$ cat src/rtl/plru_state_ctrl_if.sv
// Lookup, hit-touch and fill-touch bundle for the tree-PLRU state store.
// The slave modport is the replacement controller; the master is the cache pipeline.
interface plru_state_ctrl_if #(
  parameter int unsigned WAY_CNT = 4,
  parameter int unsigned SET_CNT = 64
);
  localparam int unsigned SET_W = (SET_CNT > 1) ? $clog2(SET_CNT) : 1;

  logic               lookup_valid_i;
  logic [SET_W-1:0]   lookup_set_i;
  logic [WAY_CNT-1:0] way_valid_i;
  logic               victim_valid_o;
  logic [WAY_CNT-1:0] victim_way_o;
  logic               hit_valid_i;
  logic [SET_W-1:0]   hit_set_i;
  logic [WAY_CNT-1:0] hit_way_i;
  logic               fill_valid_i;
  logic [SET_W-1:0]   fill_set_i;
  logic [WAY_CNT-1:0] fill_way_i;

  modport slave (
    input  lookup_valid_i, lookup_set_i, way_valid_i,
    input  hit_valid_i, hit_set_i, hit_way_i,
    input  fill_valid_i, fill_set_i, fill_way_i,
    output victim_valid_o, victim_way_o
  );

  modport master (
    output lookup_valid_i, lookup_set_i, way_valid_i,
    output hit_valid_i, hit_set_i, hit_way_i,
    output fill_valid_i, fill_set_i, fill_way_i,
    input  victim_valid_o, victim_way_o
  );
endinterface

$ cat src/rtl/plru_state_ctrl.sv
// Per-set tree-PLRU state store with one-cycle victim lookup and chained hit/fill touches.
// Optional build macro PLRU_INVALID_FIRST_EN: pick the lowest invalid way before the tree walk.
module tree_lru_update #(
  parameter int unsigned WAY_CNT = 4
) (
  input  logic [WAY_CNT-1:1] i_tree,
  input  logic               i_valid,
  input  logic [WAY_CNT-1:0] i_way,
  output logic [WAY_CNT-1:1] o_tree
);
  localparam int unsigned LVL = $clog2(WAY_CNT);

  typedef logic [WAY_CNT-1:1] tree_t;

  function automatic int unsigned node_depth(int unsigned n);
    int unsigned d;
    int unsigned k;
    d = 0;
    k = n;
    while (k > 1) begin
      k = k >> 1;
      d++;
    end
    return d;
  endfunction

  // Nodes on the root-to-leaf path of way w.
  function automatic tree_t path_mask(int unsigned w);
    tree_t       m;
    int unsigned leaf;
    m    = '0;
    leaf = w + WAY_CNT;
    for (int unsigned n = 1; n < WAY_CNT; n++) begin
      m[n] = ((leaf >> (LVL - node_depth(n))) == n);
    end
    return m;
  endfunction

  // Set where way w sits in the node's upper half.
  function automatic tree_t dir_bits(int unsigned w);
    tree_t       m;
    int unsigned leaf;
    m    = '0;
    leaf = w + WAY_CNT;
    for (int unsigned n = 1; n < WAY_CNT; n++) begin
      m[n] = ((leaf >> (LVL - node_depth(n) - 1)) == (2 * n + 1));
    end
    return m;
  endfunction

  tree_t w_path [WAY_CNT];
  tree_t w_dir  [WAY_CNT];
  tree_t w_path_sel;
  tree_t w_dir_sel;

  for (genvar w = 0; w < WAY_CNT; w++) begin : g_way
    localparam tree_t PathMask = path_mask(w);
    localparam tree_t DirBits  = dir_bits(w);
    assign w_path[w] = i_way[w] ? PathMask : '0;
    assign w_dir[w]  = i_way[w] ? DirBits  : '0;
  end

  always_comb begin
    w_path_sel = '0;
    w_dir_sel  = '0;
    for (int w = 0; w < WAY_CNT; w++) begin
      w_path_sel = w_path_sel | w_path[w];
      w_dir_sel  = w_dir_sel | w_dir[w];
    end
  end

  // Path nodes point away from the touched way; an empty way vector leaves the tree as is.
  assign o_tree = i_valid ? ((i_tree & ~w_path_sel) | (~w_dir_sel & w_path_sel)) : i_tree;
endmodule

module plru_state_ctrl #(
  parameter int unsigned WAY_CNT = 4,
  parameter int unsigned SET_CNT = 64
) (
  input  logic             clk,
  input  logic             rst_n,
  plru_state_ctrl_if.slave bus
);
  localparam int unsigned SET_W = (SET_CNT > 1) ? $clog2(SET_CNT) : 1;
  localparam int unsigned LVL   = $clog2(WAY_CNT);

  typedef logic [WAY_CNT-1:1] tree_t;

  function automatic int unsigned node_depth(int unsigned n);
    int unsigned d;
    int unsigned k;
    d = 0;
    k = n;
    while (k > 1) begin
      k = k >> 1;
      d++;
    end
    return d;
  endfunction

  function automatic tree_t path_mask(int unsigned w);
    tree_t       m;
    int unsigned leaf;
    m    = '0;
    leaf = w + WAY_CNT;
    for (int unsigned n = 1; n < WAY_CNT; n++) begin
      m[n] = ((leaf >> (LVL - node_depth(n))) == n);
    end
    return m;
  endfunction

  function automatic tree_t dir_bits(int unsigned w);
    tree_t       m;
    int unsigned leaf;
    m    = '0;
    leaf = w + WAY_CNT;
    for (int unsigned n = 1; n < WAY_CNT; n++) begin
      m[n] = ((leaf >> (LVL - node_depth(n) - 1)) == (2 * n + 1));
    end
    return m;
  endfunction

  tree_t              r_state [SET_CNT];
  logic               r_lkp_valid;
  logic [SET_W-1:0]   r_lkp_set;

  tree_t              w_hit_cur;
  tree_t              w_hit_new;
  tree_t              w_fill_cur;
  tree_t              w_fill_new;
  logic               w_same_set;
  tree_t              w_lkp_tree;
  logic [WAY_CNT-1:0] w_walk_way;
  logic [WAY_CNT-1:0] w_pick_way;

  assign w_same_set = bus.hit_valid_i && (bus.hit_set_i == bus.fill_set_i);
  assign w_hit_cur  = r_state[bus.hit_set_i];
  // Same-set fill builds on the hit result so the filled way ends up MRU.
  assign w_fill_cur = w_same_set ? w_hit_new : r_state[bus.fill_set_i];

  tree_lru_update #(
    .WAY_CNT (WAY_CNT)
  ) u_hit_upd (
    .i_tree  (w_hit_cur),
    .i_valid (bus.hit_valid_i),
    .i_way   (bus.hit_way_i),
    .o_tree  (w_hit_new)
  );

  tree_lru_update #(
    .WAY_CNT (WAY_CNT)
  ) u_fill_upd (
    .i_tree  (w_fill_cur),
    .i_valid (bus.fill_valid_i),
    .i_way   (bus.fill_way_i),
    .o_tree  (w_fill_new)
  );

  always_ff @(posedge clk) begin
    if (!rst_n) begin
      for (int s = 0; s < SET_CNT; s++) begin
        r_state[s] <= '0;
      end
      r_lkp_valid <= 1'b0;
      r_lkp_set   <= '0;
    end else begin
      if (bus.hit_valid_i && !(bus.fill_valid_i && w_same_set)) begin
        r_state[bus.hit_set_i] <= w_hit_new;
      end
      if (bus.fill_valid_i) begin
        r_state[bus.fill_set_i] <= w_fill_new;
      end
      r_lkp_valid <= bus.lookup_valid_i;
      r_lkp_set   <= bus.lookup_set_i;
    end
  end

  // Read after the capture edge, so touches from the lookup cycle are already in the array.
  assign w_lkp_tree = r_state[r_lkp_set];

  for (genvar w = 0; w < WAY_CNT; w++) begin : g_walk
    localparam tree_t PathMask = path_mask(w);
    localparam tree_t DirBits  = dir_bits(w);
    assign w_walk_way[w] = (((w_lkp_tree ^ DirBits) & PathMask) == '0);
  end

`ifdef PLRU_INVALID_FIRST_EN
  logic [WAY_CNT-1:0] r_way_valid;
  logic [WAY_CNT-1:0] w_inv;

  always_ff @(posedge clk) begin
    if (!rst_n) begin
      r_way_valid <= '1;
    end else if (bus.lookup_valid_i) begin
      r_way_valid <= bus.way_valid_i;
    end
  end

  assign w_inv      = ~r_way_valid;
  // Isolate the lowest set bit of the invalid mask.
  assign w_pick_way = (w_inv == '0) ? w_walk_way
                    : (w_inv & (~w_inv + {{(WAY_CNT-1){1'b0}}, 1'b1}));
`else
  logic w_unused_way_valid;
  assign w_unused_way_valid = ^bus.way_valid_i;
  assign w_pick_way         = w_walk_way;
`endif

  assign bus.victim_valid_o = r_lkp_valid;
  assign bus.victim_way_o   = r_lkp_valid ? w_pick_way : '0;
endmodule
$ cat src/flat_wrapper.sv
// flat-port wrapper written by rule: the top's interface ports become plain ports
module plru_state_ctrl_flat 
#(
  parameter int unsigned WAY_CNT = 4,
  parameter int unsigned SET_CNT = 64
)
  (clk, rst_n, bus_lookup_valid_i, bus_lookup_set_i, bus_way_valid_i, bus_hit_valid_i, bus_hit_set_i, bus_hit_way_i, bus_fill_valid_i, bus_fill_set_i, bus_fill_way_i, bus_victim_valid_o, bus_victim_way_o);
  plru_state_ctrl_if #(.WAY_CNT(WAY_CNT), .SET_CNT(SET_CNT)) bus_i ();
  input  logic clk;
  input  logic rst_n;
  input wire logic [$bits(bus_i.lookup_valid_i)-1:0] bus_lookup_valid_i;
  input wire logic [$bits(bus_i.lookup_set_i)-1:0] bus_lookup_set_i;
  input wire logic [$bits(bus_i.way_valid_i)-1:0] bus_way_valid_i;
  input wire logic [$bits(bus_i.hit_valid_i)-1:0] bus_hit_valid_i;
  input wire logic [$bits(bus_i.hit_set_i)-1:0] bus_hit_set_i;
  input wire logic [$bits(bus_i.hit_way_i)-1:0] bus_hit_way_i;
  input wire logic [$bits(bus_i.fill_valid_i)-1:0] bus_fill_valid_i;
  input wire logic [$bits(bus_i.fill_set_i)-1:0] bus_fill_set_i;
  input wire logic [$bits(bus_i.fill_way_i)-1:0] bus_fill_way_i;
  output wire logic [$bits(bus_i.victim_valid_o)-1:0] bus_victim_valid_o;
  output wire logic [$bits(bus_i.victim_way_o)-1:0] bus_victim_way_o;
  assign bus_i.lookup_valid_i = bus_lookup_valid_i;
  assign bus_i.lookup_set_i = bus_lookup_set_i;
  assign bus_i.way_valid_i = bus_way_valid_i;
  assign bus_i.hit_valid_i = bus_hit_valid_i;
  assign bus_i.hit_set_i = bus_hit_set_i;
  assign bus_i.hit_way_i = bus_hit_way_i;
  assign bus_i.fill_valid_i = bus_fill_valid_i;
  assign bus_i.fill_set_i = bus_fill_set_i;
  assign bus_i.fill_way_i = bus_fill_way_i;
  assign bus_victim_valid_o = bus_i.victim_valid_o;
  assign bus_victim_way_o = bus_i.victim_way_o;
  plru_state_ctrl #(.WAY_CNT(WAY_CNT), .SET_CNT(SET_CNT)) u_core (.clk(clk), .rst_n(rst_n), .bus(bus_i));
endmodule
$ cat config.mk
export PLATFORM = sky130hd
export DESIGN_NAME = plru_state_ctrl_flat
export DESIGN_NICKNAME = d
export VERILOG_FILES = /design/src/rtl/plru_state_ctrl_if.sv /design/src/rtl/plru_state_ctrl.sv /design/src/flat_wrapper.sv
export SDC_FILE = /design/constraint.sdc
export NUM_CORES = 1
export LEC_CHECK = 0
export CAP_MARGIN = 5
export CORE_MARGIN = 3
export CORE_UTILIZATION = 42
export DETAILED_ROUTE_END_ITERATION = 12
export HOLD_SLACK_MARGIN = 0.08
export SYNTH_ARGS = -nofsm -noshare
export SYNTH_HDL_FRONTEND = slang
export SYNTH_SLANG_ARGS = --single-unit
$ cat constraint.sdc
create_clock -name clk -period 4.95 [get_ports clk]
set_clock_uncertainty 0.2 [all_clocks]
set_input_delay 1.485 -clock clk [delete_from_list [all_inputs] [get_ports clk]]
set_output_delay 1.485 -clock clk [all_outputs]
set_load 0.01 [all_outputs]
### After elaboration in Yosys (flattened, before gate mapping)

Memory sizes are Yosys's and may differ from the RTL's. A register that Yosys moved wholly into a read port is not among the register bits.
Index checks and enable logic that the tools add are counted.

* equality and inequality tests: 1
* reduce and logical (&&, ||, !) cells: 10
* bitwise operators: 23
* mux-type cells: 30

Operators with widths (number)
* two-way mux 3 bit: 9
* two-way mux 6 bit: 3
* bitwise OR 3 bit: 6
* bitwise AND 3 bit: 4
* zero test 3 bit: 4
* two-way mux 2 bit: 6
* inverter 3 bit: 4
* two-way mux 1 bit: 11
* == test 6 bit: 1
* bitwise OR 2 x 3 -> 3 bit: 2
* bitwise OR 3 x 2 -> 3 bit: 2
* OR reduction 3 bit: 2
* two-way mux 4 bit: 1
* bitwise OR 2 x 1 -> 2 bit: 2
* logical AND 1 bit: 3
* inverter 1 bit: 2
* inverter 2 bit: 1
* zero test 1 bit: 1

* memories kept: 1
* bits of input ports: 35
* output and inout port bits: 5
* bits in writable memories: 192
* flip-flop bits (word level): 1
* logic and storage cells: 66

Memory list
* u_core.r_state: depth 64, bits a word 3, read ports 3, clocked after Yosys merged registers in 1, write ports 64, RTL line plru_state_ctrl.sv:123 `tree_t r_state [SET_CNT];`

### Logic depth before layout (Yosys ltp)

* word-level depth: 13
* depth in mapped cells: 13
* gate-level depth less buffers: 7

### Modules after synthesis

Synthesis repeated with hierarchy kept, for this count alone.

* cells, all modules: 1296
* area total of the unflattened synthesis: 14436.3 um2

By module, submodules not included
* plru_state_ctrl: seq. area each 5905.7 um2, instances 1, area each 14356.3 um2, cells an instance 1282
* tree_lru_update: seq. area each 0.0 um2, instances 2, area each 40.0 um2, cells an instance 7

### Worst setup path before layout

No wires, ideal clock.

* kind: register to output
* from: register (tool-made name)
* to: output bus_victim_way_o[0]
* path slack: 0.302 ns
* buffers on the path: 2
* data arrival time: 2.963 ns
* stages on the path, launching flop included: 7
* required time: 3.265 ns
* cell sequence: dfxtp_1 buf_2 buf_1 mux4_2 mux4_2 mux4_2 nor3b_1

RTL lines
* end: declaration: RTL line flat_wrapper.sv:21 `output wire logic [$bits(bus_i.victim_way_o)-1:0] bus_victim_way_o;`

==> implementation parameters <==
Parameter                              Value

Outcome
  Result of the run    complete, no violations

Place
  Count of buffers inserted at the top-level ports    35
  GPL Wtd Cong    about 1.0
  Placed instance count    between 1500 and 2000
  Final HPWL DP    about 44000 um

Worst setup path
  Crit end category    output pin
  Buffering stage count on the worst path with inverters included    2
  Class of the most critical setup path    reg2out
  Setup crit start kind    register
  Cell family with most CP delay    multiplexers
  Arrival time at the worst endpoint    ~3.2 ns
  Slowest cell delay on critical path    approximately 0.57 ns
  Cell Chain, Critical Path    buf_12, mux4_2, mux4_2, mux4_2, nor3b_1, dlygate4sd2_1
  Slowest stage cell on the critical path    sky130_fd_sc_hd__mux4_2
  Required time worst endpoint    3.26 ns
  Most common cell type on the critical path    sky130_fd_sc_hd__mux4_2
  Largest fanout on the critical path    16

Timing
  Worst rel slew slack    between 20% and 30%
  Slew Viols, Final    0
  Fmax    0.2049 GHz
  Total setup violations reported at the end of the flow    0
  Number of hold-slack violations in the final timing report    0
  Post-route fraction of the period consumed by the critical path    a little over nine tenths
  Period minus WS final    between 4 and 5 ns
  Pin slew with the least headroom to its limit    approximately 1.1 ns
  Unrepaired setup endpoints after global routing    no
  Summed negative setup slack over all endpoints    0 ns

Logic synthesis
  Most used standard cells in the synthesized netlist    sky130_fd_sc_hd__o22ai_1, sky130_fd_sc_hd__edfxtp_1, sky130_fd_sc_hd__nand2_1, sky130_fd_sc_hd__mux4_2, sky130_fd_sc_hd__nand3_1
  Post-Synthesis Net Count    1292
  EDFF count, synth    192
  Most used standard cell by instance count after synthesis    sky130_fd_sc_hd__o22ai_1
  Share of the synthesized area in the top cell type    roughly two fifths
  Most used flip-flop cell after synthesis    sky130_fd_sc_hd__edfxtp_1
  Synthesis-stage register bit count    between 150 and 200
  Top cells by area in the synthesized netlist    sky130_fd_sc_hd__edfxtp_1, sky130_fd_sc_hd__mux4_2, sky130_fd_sc_hd__o22ai_1
  Mapped Area    around 14000 um^2
  Mean instance size in the synthesized netlist    between 10 and 15 um^2
  Gate Count Post-Synth    around 1300
  Portion of the post-synthesis area used by sequential elements    between 40% and 50%
  Yosys top cell by area    sky130_fd_sc_hd__edfxtp_1
  Netlist cell types    74
  Yosys synthesis warning count    0
  Proportion of synthesized flip-flops having asynchronous set or reset    0%

CTS
  Number of buffers on the longest clock path    2
  Clock sink count    ~200
  Clock-pin slew of the registers on the worst-case setup and hold paths    approximately 0.070 ns
  Count of H-tree levels built during CTS    4
  TritonCTS clock tree    yes
  Num CTS Buffers    17
  Clk Latency, worst-skew pair    roughly 0.47 ns
  Clk Tree Root Cell    sky130_fd_sc_hd__clkbuf_16

Floorplanning
  Placeable core region    approximately 32000 um^2
  Horiz. Die Dim    186.9 um
  Starting density of the core    about 43%
  Overall die height    roughly 190 um
  Boundary pin count    40
  Overall die area    between 30000 and 40000 um^2
  Total number of placement rows    65

Global routing
  Met3 usage in global routing    between 10% and 20%
  Largest net degree at the start of global routing    ~70
  Met1 Use GR    45.54%
  Overflow after GRT    0
  First-pass GRT wire length    a little under 90000 um
  Vias in the first global route    12480
  Overall fraction of global-route tracks in use    about 34%
  Met2 track utilization from global routing    just over 50%
  Busiest layer in global routing    met2
  Antenna violations before repair    1

Power and ir drop
  Leakage Power    roughly 5.4 nW
  Max rail drop VDD    0.2718 mV
  Total power density per cell area    270.5 nW/um^2

Drt
  DR WL/cell    34.10 um
  Number of iterations in the first detailed-routing pass    7
  Via count    between 10000 and 15000
  WL final    between 60000 and 70000 um
  Vias/cell    between 7 and 8
  Count of unresolved DRC violations after routing    0
  Antenna Nets Post-Route    0
  Count of routing violations after the opening detailed-route iteration    about 2100

Finish
  Area growth from synthesis to layout    16.93%
  Storage element area    5911 um^2
  Antenna Diode Count    0
  Multi-input logic area    ~7300 um^2
  Post-route non-filler standard cell count    around 1800
  Fraction of layout cells with a size suffix above 1    24.04%
  Final Net Count    1374
  Count of fill cells added during filler insertion    ~2900

Worst hold path
  Hold Crit Class    reg2reg

Run
  Max-capacitance violation count    0
[layout make-up]
class	instances	area share, %
tap	435	3.385
multi-input combinational	920	45.10
timing repair buffer	194	11.14
clock buffer	18	2.669
clock inverter	14	0.7705
inverter	7	0.1634
sequential	199	36.77
[kinds of logic (layout without fill, tap and decap cells)]
logic type,Yosys count,in the layout,share of synthesized area [%]
AOI/OAI and AO/OA,379,379,19.26
xor gates and xnor gates,6,6,0.3822
buffers and inverters,138,233,4.523
DFF,199,199,42.95
muxes,123,123,17.64
and+or+nand+nor,412,412,15.23
[through the flow]
step	cell area, um^2	setup WS (ns)	util (%)	hold WS [ns]	total power, mW
floorplan	13750	0.3020	-	0.8582	2.532
finish	16080	0.07063	50.43	1.199	4.349
detailed placement	15510	0.1440	48.66	1.166	2.994
CTS	16080	0.08337	50.43	1.190	4.326
global route	16080	0.01977	50.43	1.245	4.454
global placement	15510	0.1567	48.66	1.162	2.992
[worst paths after layout]
kind	depth (start not counted)	slack [ns]	to	start
hold reg to reg	7	1.20	u_core.r_state[19][0]	u_core.r_state[18][0]
setup reg to reg	8	1.58	u_core.r_state[43][2]	u_core.r_state[2][2]
hold / removal	7	1.20	u_core.r_state[19][0]	u_core.r_state[18][0]
setup / recovery	6	0.07	bus_victim_way_o[0]	register
[state kept, by name, indices dropped and copies added, names as in the netlist, named ones only]
register                   cells
u_core.bus.victim_valid_o      1
u_core.r_state               192
[tightest hold or removal path: stages, from the launching register on]
cell	delay, ns
sky130_fd_sc_hd__edfxtp_1	0.39
sky130_fd_sc_hd__a31oi_1	0.10
sky130_fd_sc_hd__o211ai_1	0.12
sky130_fd_sc_hd__a22oi_1	0.08
sky130_fd_sc_hd__nand4_1	0.15
sky130_fd_sc_hd__a31oi_4	0.14
sky130_fd_sc_hd__buf_12	0.17
sky130_fd_sc_hd__o22ai_1	0.12
[layer usage]
layer  part of all wire (%)  wire length (um)
met5                  0.021                13
met4                    6.5              3965
met3                     15              8914
met2                     43             26160
met1                     36             21880
[layout by cell type, fill, tap and decap left out, types with 11 or more instances in the layout]
cell type / instances
sky130_fd_sc_hd__edfxtp_1: 192
sky130_fd_sc_hd__nor2b_1: 17
sky130_fd_sc_hd__a221oi_1: 57
sky130_fd_sc_hd__a21oi_1: 26
sky130_fd_sc_hd__clkbuf_16: 17
sky130_fd_sc_hd__nor2_1: 28
sky130_fd_sc_hd__and2_1: 13
sky130_fd_sc_hd__nand2b_1: 13
sky130_fd_sc_hd__mux2_2: 11
sky130_fd_sc_hd__nand3_1: 82
sky130_fd_sc_hd__o22ai_1: 204
sky130_fd_sc_hd__nand3b_1: 16
sky130_fd_sc_hd__a22oi_1: 22
sky130_fd_sc_hd__and3b_1: 11
sky130_fd_sc_hd__buf_12: 23
sky130_fd_sc_hd__nand2_1: 162
sky130_fd_sc_hd__mux2i_1: 14
sky130_fd_sc_hd__buf_4: 136
sky130_fd_sc_hd__nor3_1: 15
sky130_fd_sc_hd__mux4_2: 94
sky130_fd_sc_hd__and3_1: 11
sky130_fd_sc_hd__clkdlybuf4s50_1: 24
sky130_fd_sc_hd__o21ai_0: 12
[where the power goes]
part	leakage, nW	internal [mW]	switching, mW
Sequential	2.04	1.91	0.0797
Clock	0.272	0.697	0.659
Combinational	3.10	0.384	0.621
Total	5.41	2.99	1.36
[what timing repair did]
item | CTS | global route
setup buffers | 2 | 0
endpoints found under the setup margin | 4 | 0
gates resized for setup | 4 | 0
hold buffers | 0 | 0
No activity file was read; power rests on OpenSTA's default activity.
